<file path="config.mk">
export PLATFORM = sky130hd
export DESIGN_NAME = msg_dispatch_ctrl_flat
export DESIGN_NICKNAME = d
export VERILOG_FILES = /design/src/rtl/msg_dispatch_ctrl_if.sv /design/src/rtl/msg_dispatch_ctrl.sv /design/src/flat_wrapper.sv
export SDC_FILE = /design/constraint.sdc
export NUM_CORES = 1
export LEC_CHECK = 0
export BUFFER_PORTS_ARGS = -buffer_cell sky130_fd_sc_hd__buf_2
export CORE_ASPECT_RATIO = 0.75
export CORE_UTILIZATION = 40
export DETAILED_ROUTE_END_ITERATION = 10
export PLACE_DENSITY = 0.66
export SLEW_MARGIN = 10
export SYNTH_ARGS = -nofsm -noshare
export SYNTH_HDL_FRONTEND = slang
export SYNTH_SLANG_ARGS = --single-unit
</file>
<file path="constraint.sdc">
create_clock -name Clock -period 3.65 [get_ports Clock]
set_input_delay 0.73 -clock Clock [delete_from_list [all_inputs] [get_ports Clock]]
set_output_delay 0.73 -clock Clock [all_outputs]
set_load 0.005 [all_outputs]
</file>
<file path="src/rtl/msg_dispatch_ctrl_if.sv">
// Header/handler/acknowledge signal bundle for msg_dispatch_ctrl.
// master: header source, handlers and transmit path; slave: the dispatch controller.
interface msg_dispatch_ctrl_if #(
  parameter int unsigned NUM_HANDLERS = 4
);
  logic                    MessageComplete;
  logic [15:0]             MessageID;
  logic [15:0]             ByteCount;
  logic [15:0]             SequenceNumber;
  logic [NUM_HANDLERS-1:0] HandlerDone;
  logic [NUM_HANDLERS-1:0] HandlerStart;
  logic [2:0]              RamOwner;
  logic [15:0]             PayloadBytes;
  logic                    AckValid;
  logic [15:0]             AckID;
  logic [15:0]             AckSeq;
  logic [1:0]              AckStatus;
  logic                    AckReady;
  logic [7:0]              DropCount;

  modport master (
    output MessageComplete, MessageID, ByteCount, SequenceNumber, HandlerDone, AckReady,
    input  HandlerStart, RamOwner, PayloadBytes, AckValid, AckID, AckSeq, AckStatus, DropCount
  );

  modport slave (
    input  MessageComplete, MessageID, ByteCount, SequenceNumber, HandlerDone, AckReady,
    output HandlerStart, RamOwner, PayloadBytes, AckValid, AckID, AckSeq, AckStatus, DropCount
  );
endinterface

</file>
<file path="src/rtl/msg_dispatch_ctrl.sv">
// Dispatches completed message headers to one of NUM_HANDLERS handlers and acknowledges them.
// Optional sequence-number checking is enabled by defining MSG_SEQ_CHECK_EN.
module msg_dispatch_ctrl #(
  parameter int unsigned NUM_HANDLERS   = 4,
  parameter logic [15:0] ID_BASE        = 16'h0100,
  parameter int unsigned TIMEOUT_CYCLES = 50000
) (
  input logic                Clock,
  input logic                Clear,
  msg_dispatch_ctrl_if.slave bus
);

  localparam int unsigned TW = (TIMEOUT_CYCLES < 2) ? 1 : $clog2(TIMEOUT_CYCLES);
  // The START cycle counts as the first busy cycle, hence the load of TIMEOUT_CYCLES-1.
  localparam logic [TW-1:0] TimerLoad = TW'(TIMEOUT_CYCLES - 1);

  typedef enum logic [2:0] {StIdle, StDecode, StStart, StWaitDone, StAck} state_e;

  state_e            state_q, state_d;
  logic [15:0]       id_q, id_d;
  logic [15:0]       seq_q, seq_d;
  logic [15:0]       payload_q, payload_d;
  logic [2:0]        owner_q, owner_d;
  logic [1:0]        status_q, status_d;
  logic [TW-1:0]     timer_q, timer_d;
  logic [7:0]        drop_q, drop_d;
  logic [15:0]       idx_full;
  logic              id_ok;
  logic              seq_bad;
  logic              done_hit;
  logic [NUM_HANDLERS-1:0] sel_mask;

  assign idx_full = id_q - ID_BASE;
  assign id_ok    = idx_full < 16'(NUM_HANDLERS);

  always_comb begin
    sel_mask = '0;
    for (int unsigned i = 0; i < NUM_HANDLERS; i++) begin
      sel_mask[i] = (owner_q == 3'(i));
    end
  end

  assign done_hit = |(bus.HandlerDone & sel_mask);

`ifdef MSG_SEQ_CHECK_EN
  logic [15:0] exp_seq_q, exp_seq_d;
  logic        first_q, first_d;

  assign seq_bad = !first_q && (seq_q != exp_seq_q);

  // Only messages that reach START advance the expected sequence number.
  always_comb begin
    exp_seq_d = exp_seq_q;
    first_d   = first_q;
    if (state_q == StStart) begin
      exp_seq_d = seq_q + 16'd1;
      first_d   = 1'b0;
    end
  end

  always_ff @(posedge Clock) begin
    if (Clear) begin
      exp_seq_q <= '0;
      first_q   <= 1'b1;
    end else begin
      exp_seq_q <= exp_seq_d;
      first_q   <= first_d;
    end
  end
`else
  assign seq_bad = 1'b0;
`endif

  always_comb begin
    state_d   = state_q;
    id_d      = id_q;
    seq_d     = seq_q;
    payload_d = payload_q;
    owner_d   = owner_q;
    status_d  = status_q;
    timer_d   = timer_q;
    drop_d    = drop_q;

    if (bus.MessageComplete && (state_q != StIdle) && (drop_q != 8'hFF)) begin
      drop_d = drop_q + 8'd1;
    end

    unique case (state_q)
      StIdle: begin
        if (bus.MessageComplete) begin
          id_d      = bus.MessageID;
          seq_d     = bus.SequenceNumber;
          payload_d = bus.ByteCount - 16'd8;
          state_d   = StDecode;
        end
      end
      StDecode: begin
        if (!id_ok) begin
          status_d = 2'd1;
          state_d  = StAck;
        end else if (seq_bad) begin
          status_d = 2'd3;
          state_d  = StAck;
        end else begin
          owner_d = idx_full[2:0];
          state_d = StStart;
        end
      end
      StStart: begin
        timer_d = TimerLoad;
        state_d = StWaitDone;
      end
      StWaitDone: begin
        // A done that lands on the expiry cycle still counts as success.
        if (done_hit) begin
          status_d = 2'd0;
          state_d  = StAck;
        end else if (timer_q <= TW'(1)) begin
          status_d = 2'd2;
          state_d  = StAck;
        end else begin
          timer_d = timer_q - TW'(1);
        end
      end
      StAck: begin
        if (bus.AckReady) state_d = StIdle;
      end
      default: state_d = StIdle;
    endcase
  end

  always_ff @(posedge Clock) begin
    if (Clear) begin
      state_q   <= StIdle;
      id_q      <= '0;
      seq_q     <= '0;
      payload_q <= '0;
      owner_q   <= '0;
      status_q  <= '0;
      timer_q   <= '0;
      drop_q    <= '0;
    end else begin
      state_q   <= state_d;
      id_q      <= id_d;
      seq_q     <= seq_d;
      payload_q <= payload_d;
      owner_q   <= owner_d;
      status_q  <= status_d;
      timer_q   <= timer_d;
      drop_q    <= drop_d;
    end
  end

  assign bus.HandlerStart = (state_q == StStart) ? sel_mask : '0;
  assign bus.RamOwner     = owner_q;
  assign bus.PayloadBytes = payload_q;
  assign bus.AckValid     = (state_q == StAck);
  assign bus.AckID        = id_q;
  assign bus.AckSeq       = seq_q;
  assign bus.AckStatus    = status_q;
  assign bus.DropCount    = drop_q;

endmodule

</file>
<file path="src/flat_wrapper.sv">
// flat-port wrapper written by rule: the top's interface ports become plain ports
module msg_dispatch_ctrl_flat 
#(
  parameter int unsigned NUM_HANDLERS   = 4,
  parameter logic [15:0] ID_BASE        = 16'h0100,
  parameter int unsigned TIMEOUT_CYCLES = 50000
)
  (Clock, Clear, bus_MessageComplete, bus_MessageID, bus_ByteCount, bus_SequenceNumber, bus_HandlerDone, bus_AckReady, bus_HandlerStart, bus_RamOwner, bus_PayloadBytes, bus_AckValid, bus_AckID, bus_AckSeq, bus_AckStatus, bus_DropCount);
  msg_dispatch_ctrl_if #(.NUM_HANDLERS(NUM_HANDLERS)) bus_i ();
  input logic Clock;
  input logic Clear;
  input wire logic [$bits(bus_i.MessageComplete)-1:0] bus_MessageComplete;
  input wire logic [$bits(bus_i.MessageID)-1:0] bus_MessageID;
  input wire logic [$bits(bus_i.ByteCount)-1:0] bus_ByteCount;
  input wire logic [$bits(bus_i.SequenceNumber)-1:0] bus_SequenceNumber;
  input wire logic [$bits(bus_i.HandlerDone)-1:0] bus_HandlerDone;
  input wire logic [$bits(bus_i.AckReady)-1:0] bus_AckReady;
  output wire logic [$bits(bus_i.HandlerStart)-1:0] bus_HandlerStart;
  output wire logic [$bits(bus_i.RamOwner)-1:0] bus_RamOwner;
  output wire logic [$bits(bus_i.PayloadBytes)-1:0] bus_PayloadBytes;
  output wire logic [$bits(bus_i.AckValid)-1:0] bus_AckValid;
  output wire logic [$bits(bus_i.AckID)-1:0] bus_AckID;
  output wire logic [$bits(bus_i.AckSeq)-1:0] bus_AckSeq;
  output wire logic [$bits(bus_i.AckStatus)-1:0] bus_AckStatus;
  output wire logic [$bits(bus_i.DropCount)-1:0] bus_DropCount;
  assign bus_i.MessageComplete = bus_MessageComplete;
  assign bus_i.MessageID = bus_MessageID;
  assign bus_i.ByteCount = bus_ByteCount;
  assign bus_i.SequenceNumber = bus_SequenceNumber;
  assign bus_i.HandlerDone = bus_HandlerDone;
  assign bus_i.AckReady = bus_AckReady;
  assign bus_HandlerStart = bus_i.HandlerStart;
  assign bus_RamOwner = bus_i.RamOwner;
  assign bus_PayloadBytes = bus_i.PayloadBytes;
  assign bus_AckValid = bus_i.AckValid;
  assign bus_AckID = bus_i.AckID;
  assign bus_AckSeq = bus_i.AckSeq;
  assign bus_AckStatus = bus_i.AckStatus;
  assign bus_DropCount = bus_i.DropCount;
  msg_dispatch_ctrl #(.NUM_HANDLERS(NUM_HANDLERS), .ID_BASE(ID_BASE), .TIMEOUT_CYCLES(TIMEOUT_CYCLES)) u_core (.Clock(Clock), .Clear(Clear), .bus(bus_i));
endmodule
</file>
-- After elaboration in Yosys (flattened, before gate mapping)
Index checks and enable logic that the tools add are counted.
- bits in registers: 80
- input port bits: 56
- output and inout bits: 66
- word-level logic and storage cells: 56
- $add $sub $neg: 4
- $lt $le $gt $ge: 2
- equal/unequal tests: 14
- multiplexer cells: 14
- bitwise gates (word level): 1
- reduce and logical (&&, ||, !) cells: 13
- operators with widths (kind ; number):
    16-bit 2-to-1 mux ; 2
    16-bit one-hot mux with 2 select lines ; 1
    16-bit by 1-bit less-or-equal comparator with 1-bit output, second input constant ; 1
    16-bit by 3-bit < comparator with 1-bit output, second input constant ; 1
    16-bit by 1-bit subtractor with 16-bit output, second input constant ; 1
    16-bit by 4-bit subtractor with 16-bit output, second input constant ; 1
    16-bit by 9-bit subtractor with 16-bit output, second input constant ; 1
    3-bit 2-to-1 mux ; 5
    3-bit one-hot mux with 5 select lines ; 1
    3-bit by 2-bit equality test with 1-bit output, second input constant ; 4
    2-bit inequality test, second input constant ; 5
    3-bit AND reduction ; 3
    8-bit by 1-bit adder with 8-bit output, second input constant ; 1
    8-bit inequality test, second input constant ; 1
    3-bit by 1-bit equality test with 1-bit output, second input constant ; 2
    3-bit zero test ; 2
    2-bit 2-to-1 mux ; 3
    4-bit bitwise AND ; 1
    4-bit 2-to-1 mux ; 1
    2-bit one-hot mux with 2 select lines ; 1
    2-bit AND reduction ; 2
    2-bit nonzero test ; 2
    4-bit OR reduction ; 1
    3-bit equality test, second input constant ; 1
    3 further kinds ; 4

-- Logic depth before layout (Yosys ltp)
- depth after elaboration: 5
- depth in mapped cells: 8
- gate-level depth less buffers: 7

-- Least setup slack after synthesis
No wires, ideal clock.
- kind: input port to flip-flop
- start point: input bus_ByteCount[9]
- end point: register u_core.payload_q[13] (netlist: u_core.bus.PayloadBytes[13])
- library setup time: 0.091 ns
- arrival time: 2.190 ns
- required time: 3.559 ns
- slack: 1.369 ns
- cell stages on the path: 4
- path through: or4_4 or3_4 or3_1 a311oi_1
- cells in the longest elaborated chain, start to end: 1
- ends and longest elaborated chain (element ; RTL line ; source):
    start: declaration ; flat_wrapper.sv:14 ; input wire logic [$bits(bus_i.ByteCount)-1:0] bus_ByteCount;
    16-bit by 4-bit subtractor with 16-bit output ; msg_dispatch_ctrl.sv:93 ; payload_d = bus.ByteCount - 16'd8;
    end signal: assignment ; msg_dispatch_ctrl.sv:146 ; payload_q <= payload_d;
    end: declaration ; msg_dispatch_ctrl.sv:22 ; logic [15:0] payload_q, payload_d;
No other way between the ends.
A chain may end at the register's enable or synchronous reset.

-- Worst setup path after layout
- start point: register u_core.state_q[1]
- end point: output bus_HandlerStart[0]
- cells in the longest elaborated chain, start to end: 2
- ends and longest elaborated chain (element ; RTL line ; source):
    start: declaration ; msg_dispatch_ctrl.sv:19 ; state_e state_q, state_d;
    start signal: assignment ; msg_dispatch_ctrl.sv:134 ; state_q <= StIdle;
    start signal: assignment ; msg_dispatch_ctrl.sv:143 ; state_q <= state_d;
    3-bit by 2-bit equality test with 1-bit output ; msg_dispatch_ctrl.sv:154 ; assign bus.HandlerStart = (state_q == StStart) ? sel_mask : '0;
    4-bit 2-to-1 mux ; msg_dispatch_ctrl.sv:154 ;
    end: declaration ; flat_wrapper.sv:18 ; output wire logic [$bits(bus_i.HandlerStart)-1:0] bus_HandlerStart;
No other way between the ends.

==> metrics.yaml <==
critical_path:
  ff2ff_path_depth: 7
  arrival_ns: 1.81
  path_class: "flop to output pin"
  critPathRequiredTime_ns: 2.92
  cp_max_fo: 10
  endpoint_kind: "output pin"
  reg2reg_from: "u_core.timer_q[0]"
  reg2reg_slack_ns: 1.36
  cp-start-kind: "flop"
  r2r-end: "u_core.timer_q[3]"
routing:
  ant_nets: 0
  drc: 0
  firstDrtPassIters: 4
  m1WireLength_mm: 4.12
  wire_per_inst_um: 13.7
  viasPerCell: 5.07
  drt-initial-drc-count: 122
  num_vias: 3234
  wl_met2_mm: 4.04
  drt-total-wl_mm: 8.72
  wl_met3_um: 490
  top_layer_used: "met4"
pwr:
  leakagePower_nw: 1.88
  p_sw_w: 0.000510
  p_per_area_mw_per_mm2: 467
  p_int_w: 0.00156
  seq_power_share_pct: 45.6
  power_switching_share_pct: 24.6
  clkPwrFrac_pct: 43.9
  ir_drop_mv: 0.278
  power_frac_comb_pct: 10.5
cells_and_area:
  drive_above_1_share_pct: 28.3
  syn_to_final_growth_pct: 27.5
  final_cell_mix: "buf_2 (121), dfxtp_1 (80), nand2_1 (79)"
  fillers: 827
  diodes: 0
  final_common_cell: "buf_2"
  nNetsFinal: 585
timing:
  timing.fmax_mhz: 394
  rsz0062_at_grt: "no"
  tns_ns: 0
  period_minus_slack_ns: 2.54
  fin_skew_ns: 0.00563
  finalSetupViolations: 0
  hold_viol: 0
  holdWs_ns: 0.454
  fin_crit_sh_pct: 69.5
  maxSlewHeadroom_pct: 20.7
  maxSlewViolCount: 0
  worst_slew_pin_slew_ns: 1.19
clock_tree:
  cts_resized: 0
  cts-htree-levels: 3
  ctsHoldBuffers: 0
  cts_sinks: 80
  cts_root_buf: "clkbuf_16"
  clock_path_buffers: 2
  post_cts_buffers: 0
  cts_made_buffers: 9
  path_clk_slew_ns: 0.06
  insertion_delay_ns: 0.33
  cts_tree: "done"
placement:
  place_congestion: 0.790
  numPortBuffers: 121
  dp_hpwl_mm: 6.06
logic_synthesis:
  ys.flop_type: "dfxtp_1"
  synth_compound_area_share_pct: 14.9
  synth-adder-area-share_pct: 1.44
  synth_xor_area_share_pct: 5.54
  synth-simple-area-share_pct: 26.9
  muxShareOfSynthArea_pct: 1.44
  synth_seq_cells: 80
  ys_seq_area_share_pct: 46.0
  syn_inst: 418
  synth.distinct_cells: 47
  avgSynthCellArea_um2: 8.32
  syn_area_mm2: 0.00348
  synth_top_family_by_area: "simple AND/OR/NAND/NOR gates"
  synth_edf_count: 0
  async_flop_share_pct: 0
  ys_warn_count: 0
  syn-num-nets: 478
floorplan:
  placeableCoreArea_mm2: 0.00845
  die_x_um: 110
  die_area_mm2: 0.00908
  pin_count: 122
  die_h_um: 82.8
  fp-row-count: 29
  start_util_pct: 41.1
grt:
  grt_max_degree: 62
  grt_pass1_vias: 2850
  grt_remaining_overflow: 0
  track_usage_pct: 19.6
  antenna_found_initial: 0
  grt_pass1_wl_mm: 13.6
run:
  maxCapViolCount: 0
status:
  outcome: "finished clean"
worst_hold_path:
  hold_path_depth: 2
  min_from: "u_core.bus.PayloadBytes[1]"
  hold_path.class: "flop to flop"
  holdPathEnd: "u_core.bus.PayloadBytes[1]"
-- flip-flops by register name (all words and copies together) (netlist names) --
signal,count
u_core.bus.AckID,16
u_core.timer_q,16
u_core.bus.DropCount,8
u_core.bus.AckStatus,2
u_core.bus.RamOwner,3
u_core.bus.AckSeq,16
u_core.bus.PayloadBytes,16
u_core.state_q,3
-- final cells by class --
class | instances | area, um2 | area share [%]
Tap cell | 108 | 135 | 3.05
Clock inverter | 6 | 68.8 | 1.55
Sequential cell | 80 | 1600 | 36.1
Clock buffer | 10 | 239 | 5.39
Inverter | 7 | 26.3 | 0.593
Timing Repair Buffer | 122 | 613 | 13.8
Multi-Input combinational cell | 305 | 1750 | 39.5
-- power by group through the flow --
stage | combinational, W | clock (W) | sequential [W]
6_report | 0.000218 | 0.000909 | 0.000946
3_3_place_gp | 0.000214 | 0 | 0.000963
4_1_cts | 0.000221 | 0.000934 | 0.000946
2_1_floorplan | 0.000117 | 0 | 0.000964
5_1_grt | 0.000248 | 0.000971 | 0.000952
3_5_place_dp | 0.000219 | 0 | 0.000965
-- synth_stat cells (4+ instances only) --
cell type  instances  area (um2)
nor4_1             7        43.8
nor4b_1            4        35.0
o21ai_0            7        35.0
or3_1              6        37.5
or4_1              4        30.0
nor2_1            41         154
mux2i_1            5        50.1
inv_1              7        26.3
dfxtp_1           80        1600
nand2_1           79         297
xnor2_1           20         175
nor3b_1            4        30.0
a211oi_1          13        97.6
ha_1               4        50.1
nor3_1            16        80.1
clkbuf_1          23        86.3
a31oi_1            4        25.0
a21oi_1           48         240
nand3_1            6        30.0
-- through the flow --
step | power [W] | setup WS [ns] | std cells | cell area (um2) | utilization (%)
finish | 0.00207 | 1.11 | 638 | 4430 | 52.4
global route | 0.00217 | 0.949 | 638 | 4430 | 52.4
CTS | 0.00210 | 1.13 | 638 | 4430 | 52.4
detailed placement | 0.00118 | 1.18 | 622 | 4130 | 48.8
global placement | 0.00118 | 1.22 | 622 | 4130 | 48.8
floorplan | 0.00108 | 1.37 | 418 | 3480 | -
-- per-layer routing --
layer	GRT usage, %	vias to the layer above
met1	25.9	1471
met5	0	-
met4	5.47	0
met2	30.6	87
met3	6.44	8
li1	-	1668
-- cell families after synthesis --
group / Yosys count
AO/OA/AOI/OAI: 87
XOR/XNOR: 22
adder cells (fa/ha/maj): 4
buffers and inverters: 33
flip-flops: 80
multiplexers: 5
AND/OR/NAND/NOR: 187
-- critical path, stage by stage, from the launching register on --
cell and delay [ns]:
dfxtp_1 0.50, or3b_2 0.62, nor3_1 0.20, buf_2 0.15
-- how the worst max path moves through the flow --
| stage | end | from | slack [ns] |
|---|---|---|---|
| 4_1_cts | bus_HandlerStart[0] | u_core.state_q[1] | 1.13 |
| 5_1_grt | bus_HandlerStart[3] | u_core.state_q[1] | 0.95 |
| 2_1_floorplan | u_core.bus.PayloadBytes[13] | bus_ByteCount[9] | 1.37 |
| 6_report | bus_HandlerStart[0] | u_core.state_q[1] | 1.11 |
| 3_5_place_dp | u_core.bus.PayloadBytes[13] | bus_ByteCount[9] | 1.18 |
| 3_3_place_gp | u_core.bus.PayloadBytes[13] | bus_ByteCount[9] | 1.22 |
Power figures use the tool's default switching activity.
